--- src/rtl/tow_pkg.sv ---
// Shared constants and state encoding for the tug-of-war playfield.
package tow_pkg;

  localparam int NUM_LEDS = 9;
  localparam logic [3:0] CENTER = 4'd4;
  localparam logic [3:0] POS_MAX = 4'(NUM_LEDS - 1);
  localparam logic [2:0] MAX_SCORE = 3'd7;

  typedef enum logic [1:0] {
    PLAY  = 2'd0,
    P1WIN = 2'd1,
    P2WIN = 2'd2,
    DONE  = 2'd3
  } state_t;

  localparam logic [1:0] WIN_P1 = 2'b10;
  localparam logic [1:0] WIN_P2 = 2'b01;
  localparam logic [1:0] WIN_NONE = 2'b00;

endpackage

--- src/rtl/score_seg7.sv ---
// Score (0-7) to active-low gfedcba seven-segment pattern.
module score_seg7 (
  input  logic [2:0] score,
  output logic [6:0] seg
);

  always_comb begin
    seg = 7'b1111111;
    case (score)
      3'd0: seg = 7'b1000000;
      3'd1: seg = 7'b1111001;
      3'd2: seg = 7'b0100100;
      3'd3: seg = 7'b0110000;
      3'd4: seg = 7'b0011001;
      3'd5: seg = 7'b0010010;
      3'd6: seg = 7'b0000010;
      3'd7: seg = 7'b1111000;
      default: seg = 7'b1111111;
    endcase
  end

endmodule

--- src/rtl/tug_of_war_field.sv ---
// Tug-of-war playfield: press pulses pull a lit position toward either goal,
// scoring rounds until one player reaches MAX_SCORE.
//
// state | meaning
// PLAY  | round in progress, leds show one-hot position
// P1WIN | single-cycle player1 round win, leds dark
// P2WIN | single-cycle player2 round win, leds dark
// DONE  | match over, winner held until reset
module tug_of_war_field
  import tow_pkg::*;
(
  input  logic                clk,
  input  logic                reset,
  input  logic [1:0]          press,
  output logic [NUM_LEDS-1:0] leds,
  output logic [6:0]          hex1,
  output logic [6:0]          hex2,
  output logic [1:0]          winner
);

  state_t     state, state_nxt;
  logic [3:0] pos, pos_nxt;
  logic [2:0] score1, score1_nxt;
  logic [2:0] score2, score2_nxt;

  always_ff @(posedge clk) begin
    if (reset) begin
      state  <= PLAY;
      pos    <= CENTER;
      score1 <= 3'd0;
      score2 <= 3'd0;
    end else begin
      state  <= state_nxt;
      pos    <= pos_nxt;
      score1 <= score1_nxt;
      score2 <= score2_nxt;
    end
  end

  // Pulling past a goal end scores the round; pos is recentred on leaving PxWIN.
  always_comb begin
    state_nxt  = state;
    pos_nxt    = pos;
    score1_nxt = score1;
    score2_nxt = score2;
    case (state)
      PLAY: begin
        if (press == 2'b10) begin
          if (pos < POS_MAX) begin
            pos_nxt = pos + 4'd1;
          end else begin
            state_nxt = P1WIN;
            if (score1 < MAX_SCORE) score1_nxt = score1 + 3'd1;
          end
        end else if (press == 2'b01) begin
          if (pos > 4'd0) begin
            pos_nxt = pos - 4'd1;
          end else begin
            state_nxt = P2WIN;
            if (score2 < MAX_SCORE) score2_nxt = score2 + 3'd1;
          end
        end
      end
      P1WIN: begin
        pos_nxt   = CENTER;
        state_nxt = (score1 < MAX_SCORE) ? PLAY : DONE;
      end
      P2WIN: begin
        pos_nxt   = CENTER;
        state_nxt = (score2 < MAX_SCORE) ? PLAY : DONE;
      end
      DONE: begin
        state_nxt = DONE;
      end
      default: begin
        state_nxt = PLAY;
        pos_nxt   = CENTER;
      end
    endcase
  end

  always_comb begin
    leds   = '0;
    winner = WIN_NONE;
    if (state == PLAY) begin
      for (int i = 0; i < NUM_LEDS; i++) begin
        leds[i] = (pos == 4'(i));
      end
    end
    if (state == DONE) begin
      winner = (score1 == MAX_SCORE) ? WIN_P1 : WIN_P2;
    end
  end

  score_seg7 u_seg1 (
    .score (score1),
    .seg   (hex1)
  );

  score_seg7 u_seg2 (
    .score (score2),
    .seg   (hex2)
  );

endmodule

--- config.mk ---
export PLATFORM = sky130hd
export DESIGN_NAME = tug_of_war_field
export DESIGN_NICKNAME = d
export VERILOG_FILES = /design/src/rtl/tow_pkg.sv /design/src/rtl/score_seg7.sv /design/src/rtl/tug_of_war_field.sv
export SDC_FILE = /design/constraint.sdc
export NUM_CORES = 1
export LEC_CHECK = 0
export ABC_AREA = 1
export BUFFER_PORTS_ARGS = -buffer_cell sky130_fd_sc_hd__buf_4
export CAP_MARGIN = 20
export CORE_UTILIZATION = 39
export CTS_BUF_LIST = sky130_fd_sc_hd__clkbuf_4 sky130_fd_sc_hd__clkbuf_8 sky130_fd_sc_hd__clkbuf_16
export DETAILED_ROUTE_END_ITERATION = 8
export PLACE_DENSITY = 0.69
export RECOVER_POWER = 25
export SYNTH_ARGS = -nofsm -noshare
export SYNTH_HDL_FRONTEND = slang
export SYNTH_SLANG_ARGS = --single-unit
--- constraint.sdc ---
create_clock -name clk -period 1.9 [get_ports clk]
set_input_delay 0.19 -clock clk [delete_from_list [all_inputs] [get_ports clk]]
set_output_delay 0.19 -clock clk [all_outputs]
set_load 0.05 [all_outputs]
==> key figures, run 1 <==
Place
  – I/O Buffers: 28
  – Dpl cell area: around 2000 um^2
  – Number of cells after detailed placement: a little over 300
  – Pre-CTS setup slack: 10.3 ps
  – Post-DP HPWL: 2.48 mm
  – Routability cong.: approximately 0.81

Timing
  – Final setup vio count: 0
  – Actual slew at the worst max-slew pin: 598 ps
  – Final Hold Vio Count: 0
  – Final worst path period share: 93.4%
  – Max Transition Viols Final: 0
  – Setup ws final: 126 ps
  – Fmax: 564 MHz
  – Max-slew headroom: 60.3%
  – Post-layout min period: 1770 ps
  – Skew final: 5.39 ps

Cells and area
  – Final Instance Area: 2070 um^2
  – # nets final: 288
  – Area delta synth->final: 26.8%
  – Layout fillers: slightly below 400
  – Share of layout cells above drive strength 1: 26.0%
  – Ant diodes: 0
  – Cell Count, Final, Fillers Out: 308

Power
  – Pwr Density: 1110 nW/um^2
  – Leak pwr: 1.06 nW
  – Peak supply drop: 463 uV
  – Pwr Total: 0.00231 W

Routing
  – DR iter-0 viols: 24
  – Remaining DRCs: 0
  – Total Routed Length: 3.17 mm
  – Routed wire length per instance: 10.3 um
  – Avg Vias per Cell: 4.59
  – Post-DRT Antenna Nets: 0
  – Drt pass-1 iters: 4
  – Via count: 1414

Worst setup path
  – CP Capture Type: flop
  – Crit Path Max Fanout: 6
  – Reg-to-Reg Start: state[0]
  – CP startpoint: state[0]
  – Arrival @ worst endpoint: 1950 ps
  – CP max stage cell: dfxtp_2
  – Critical Path RT: slightly above 2000 ps
  – Worst setup SP type: flop
  – CP peak stage delay: 340 ps
  – Critical path type: flop to flop
  – Crit-path cells: inv_1 -> ha_2 -> inv_2 -> nor2_4 -> nand2_4 -> nor2_2 -> nor2_2 -> nand2_2 -> inv_2 -> ha_1 -> nand2_2 -> o21ai_2

Synth
  – Post-synth top cells: nand2_1, inv_1, dfxtp_1, ha_1, nor2_1
  – Sequential fraction of the synthesis area: 31.8%
  – Most frequent cell after synthesis: nand2_1
  – Yosys reg bits: 26
  – Synth area leaders: dfxtp_1, ha_1, nand2_1
  – Post-synth top area share: about a third
  – Post-synth EDFFs: 0
  – Synth cell types: 27
  – Primary FF master, synth: dfxtp_1
  – Post-Syn Area: 1640 um^2
  – Syn_nets: 243
  – Yosys warns: 0
  – Async set-reset flop share out of synthesis: 0%
  – Syn Inst Count: 214
  – Leading area contributor after synthesis: dfxtp_1
  – Syn_area_per_cell: 7.64 um^2

Floorplan
  – Starting density of the core: 40.9%
  – Die H: between 60 and 70 um
  – Die area: ~4500 um^2
  – Die width: 66.8 um
  – Cell Rows: 23
  – Area of the core: around 4000 um^2
  – I/O Pins: 29

GRT
  – First-pass GRT wire length: 5.44 mm
  – Vias in the first global route: 1296
  – Largest net degree at the start of global routing: 16
  – Initial antenna violation count: 0
  – Total gr overflow: 0
  – Gr usage total: 15.8%

Clocking
  – Clock-pin slew on the worst setup and hold paths: 90 ps
  – Clk Latency, worst-skew pair: 270 ps
  – CTS tree: yes
  – Clock Tree Root: clkbuf_8
  – H-tree depth: 1
  – Number of CTS-inserted buffers: 3
  – CTS Buffer Depth: 2
  – Clk sinks: 26

Run status
  – Status: complete, no violations

Min path
  – Hold path start: reset
  – Hold Path Class: input port to flop

Flow run
  – MaxCap Viol Count: 0
## worst max-delay path, delay by kind of cell (launching register included)
kind,cells,cell delay (ps)
flops,1,340
simple gates,6,630
fa+ha+maj,2,440
compound gates,1,50
buf+inv,3,220
## flip-flops by register name (all words and copies together), names as in the netlist
signal / count
u_seg2.seg: 7
pos: 4
score2: 3
score1: 3
state: 2
u_seg1.seg: 7
## stage by stage
step | utilization [%] | hold WS [ps] | TNS [ps]
floorplan | - | 422 | -925
global placement | 49.8 | 535 | 0
detailed placement | 49.8 | 529 | 0
CTS | 51.6 | 243 | 0
global route | 51.8 | 339 | -6.72
finish | 51.8 | 326 | 0
## where the power goes
group	leakage, nW	switching (W)	internal [W]
clock	0.0357	0.000180	0.000282
sequential	0.211	0.0000535	0.000621
combinational	0.815	0.000774	0.000400
## placed cells by master, fill, tap and decap left out, drive strengths merged, types with 4 or more instances in the layout
master,synthesis,routed
dfxtp,26,26
buf,1,29
o21ai,9,9
ha,25,25
nand2,54,54
a21oi,4,4
nor3,7,7
clkbuf,0,15
nand3,18,18
nor2,23,23
nand4,5,5
inv,34,34
## kinds of logic after synthesis
group / after synthesis / share of synthesized area, %
buffers and inverters: 37 / 8.57
adder cells (fa/ha/maj): 25 / 19.1
AO/OA/AOI/OAI: 15 / 5.81
AND/OR/NAND/NOR: 109 / 33.6
flip-flops: 26 / 31.8
XOR/XNOR: 2 / 1.07
## metal layers
metal / share of wire [%] / up-vias / routed length (um) / global-route usage [%]
met3: 2.7 / 2 / 84 / 4.11
met4: 0.79 / 0 / 25 / 3.19
met1: 49 / 638 / 1560 / 19.7
li1: - / 760 / - / -
met2: 47 / 14 / 1500 / 27.1
met5: 0 / - / 0 / 0
## layout make-up
class	count	area [um^2]	area share, %
Multi-Input combinational cell	151	1020	49.2
Tap cell	50	62.6	3.02
Inverter	36	135	6.52
Timing Repair Buffer	41	263	12.7
Sequential cell	26	522	25.2
Clock inverter	1	30.0	1.45
Clock buffer	3	41.3	1.99
## worst paths after layout
| path | slack (ps) | to | cells after the start |
|---|---|---|---|
| setup reg to reg | 130 | u_seg1.seg[6] | 12 |
| hold / removal | 330 | score2[1] | 5 |
| setup / recovery | 130 | u_seg1.seg[6] | 12 |
| hold reg to reg | 620 | pos[3] | 3 |
## timing repair
item	in CTS	in global routing
pin swaps	0	2
buffers inserted	0	2
gates resized for setup	1	6
endpoints found under the hold margin	0	0
hold buffers	0	0
endpoints found under the setup margin	1	8
Power figures use the tool's default switching activity.
==> run 2, diff against run 1 <==
--- a/config.mk
+++ b/config.mk
@@ -6,12 +6,12 @@
 export NUM_CORES = 1
 export LEC_CHECK = 0
 export ABC_AREA = 1
-export BUFFER_PORTS_ARGS = -buffer_cell sky130_fd_sc_hd__buf_4
 export CAP_MARGIN = 20
 export CORE_UTILIZATION = 39
 export CTS_BUF_LIST = sky130_fd_sc_hd__clkbuf_4 sky130_fd_sc_hd__clkbuf_8 sky130_fd_sc_hd__clkbuf_16
 export DETAILED_ROUTE_END_ITERATION = 8
-export PLACE_DENSITY = 0.69
+export DONT_BUFFER_PORTS = 1
+export PLACE_DENSITY = 0.63
 export RECOVER_POWER = 25
 export SYNTH_ARGS = -nofsm -noshare
 export SYNTH_HDL_FRONTEND = slang
==> key figures, run 2 (synthesis results as in run 1) <==
Worst setup path
  – Cell family with most CP delay: simple AND/OR/NAND/NOR gates
  – WP depth: 12 (unchanged)
  – Worst Path Buf+Inv: 4 (+1)
  – CP Capture Type: flop
  – CP max stage cell: dfxtp_2
  – Worst path most repeated cell: inv_1
  – Critical Path RT: 2080 ps (about the same)
  – Crit Path Max Fanout: 6 (unchanged)
  – Crit-path cells: inv_1 -> ha_4 -> inv_2 -> nor2_4 -> nand2_4 -> nand2_1 -> inv_1 -> nor2_2 -> nand2_2 -> ha_1 -> inv_1 -> nor2_1
  – Arrival @ worst endpoint: 1900 ps (-50 ps)
  – Critical path type: flop to flop
  – CP peak stage delay: 340 ps (about the same)
  – Length in cells of the worst reg-to-reg path: 12 (unchanged)
  – Worst setup SP type: flop

Routing
  – Post-DRT Antenna Nets: 0 (unchanged)
  – DR iter-0 viols: 42 (+75%)
  – Via count: 1316 (-6.9%)
  – Total Routed Length: 2.87 mm (-9.6%)
  – Drt pass-1 iters: 4 (unchanged)
  – Avg Vias per Cell: 4.57 (-0.47%)
  – Remaining DRCs: 0 (unchanged)
  – Routed wire length per instance: 9.95 um (-3.3%)

Place
  – Routability cong.: 0.803 (-0.56%)
  – I/O Buffers: 0 (-100%)
  – Number of cells after detailed placement: 284 (-6.0%)
  – Post-DP HPWL: 2.27 mm (-8.5%)
  – Dpl cell area: 1860 um^2 (-6.8%)

Cells and area
  – Ant diodes: 0 (unchanged)
  – Layout fillers: 396 (-0.25%)
  – Final Util: 49.1% (-2.7 points)
  – Share of layout cells above drive strength 1: 24.8% (-1.2 points)
  – Commonest non-fill, non-tap cell in the layout: nand2_1
  – Final Instance Area: 1970 um^2 (-5.2%)
  – Commonest cells after routing, fill and taps aside: nand2_1, inv_1, dfxtp_1, ha_1, buf_4
  – # nets final: 268 (-6.9%)
  – Cell Count, Final, Fillers Out: 288 (-6.5%)
  – Area delta synth->final: 20.2%

Power
  – Pwr Density: 1170 nW/um^2 (+4.7%)
  – Peak supply drop: 518 uV (+12%)
  – Leak pwr: 1.01 nW (-5.0%)

Timing
  – Skew final: 5.73 ps (+0.341 ps)
  – Setup TNS: 0 ps (unchanged)
  – Final Hold Vio Count: 0 (unchanged)
  – Actual slew at the worst max-slew pin: 478 ps (-120 ps)
  – Final worst path period share: 90.9% (-2.5 points)
  – Max Transition Viols Final: 0 (unchanged)
  – Post-layout min period: 1730 ps (-47.0 ps)
  – Max-slew headroom: 68.1% (+7.8 points)
  – Final setup vio count: 0 (unchanged)
  – RSZ-0062 raised after global routing: true
  – Fmax: 579 MHz (+2.7%)

Clocking
  – CTS tree: yes
  – Clock-pin slew on the worst setup and hold paths: 100 ps (about the same)
  – Clk Latency, worst-skew pair: 280 ps (about the same)
  – Number of CTS-inserted buffers: 3 (unchanged)
  – Post-CTS Setup Inserts: 0 (unchanged)
  – CTS Buffer Depth: 2 (unchanged)
  – H-tree depth: 1 (unchanged)
  – Clock Tree Root: clkbuf_8
  – Clk sinks: 26 (unchanged)

Min path
  – Hold Path Class: input port to flop
  – Hold Path Depth: 3 (-2)

Floorplan
  – Die area: 4460 um^2 (unchanged)
  – Starting density of the core: 40.9% (unchanged)
  – Cell Rows: 23 (unchanged)
  – Area of the core: 4000 um^2 (unchanged)
  – Die H: 66.8 um (unchanged)
  – I/O Pins: 29 (unchanged)
  – Die width: 66.8 um (unchanged)

Flow run
  – MaxCap Viol Count: 0 (unchanged)

GRT
  – Initial antenna violation count: 0 (unchanged)
  – Largest net degree at the start of global routing: 16 (unchanged)
  – Total gr overflow: 0 (unchanged)
  – Gr usage total: 14.5% (-1.3 points)
  – First-pass GRT wire length: 4.95 mm (-9.1%)
  – Vias in the first global route: 1152 (-11%)

Run status
  – Status: complete, no violations
[run 2: changes by cell type in the layout (fill, tap and decap cells not counted), sizes merged]
cell,change
clkbuf,-12
buf,-8
[run 2: path summary, 6_finish.rpt]
check,startpoint,end,slack [ps]
max,state[0],u_seg1.seg[1],170
min,reset,score2[1],110
max reg2reg,state[0],u_seg1.seg[1],170
min reg2reg,score2[0],score2[0],610
[run 2: what timing repair did]
| action | in CTS | in global routing |
|---|---|---|
| hold buffers | 0 | 0 |
| resized for setup | 0 | 8 |
| endpoints found under the setup margin | 0 | 13 |
[run 2: metal layers]
metal / global-route usage [%] / share of wire [%] / up-vias
li1: - / - / 723
met1: 18.6 / 50 / 571
met2: 23.7 / 46 / 18
met3: 2.57 / 2.5 / 4
met4: 5.85 / 1.3 / 0
met5: 0 / 0 / -
[run 2: final cells by class]
class	instances	area [um^2]	share of cell area (%)
Multi-Input combinational cell	151	1020	51.8
Sequential cell	26	522	26.5
Timing Repair Buffer	21	158	8.02
Inverter	36	135	6.87
Tap cell	50	62.6	3.18
Clock buffer	3	41.3	2.10
Clock inverter	1	30.0	1.53
[run 2: where the power goes]
| group | internal, W | switching (W) |
|---|---|---|
| logic | 0.000394 | 0.000663 |
| registers | 0.000622 | 0.000145 |
| clock network | 0.000282 | 0.000188 |
[run 2: stage by stage]
step	power, W	setup slack [ps]	hold slack [ps]
after floorplan	0.00150	-157	422
after global placement	0.00180	87.3	398
after detailed placement	0.00181	25.5	406
after CTS	0.00228	4.21	106
after global routing	0.00246	3.97	120
final	0.00229	173	108
[run 2: worst min-delay path: stages]
cell     delay, ps
a21oi_1         30
o21ai_2         90
inv_1           40
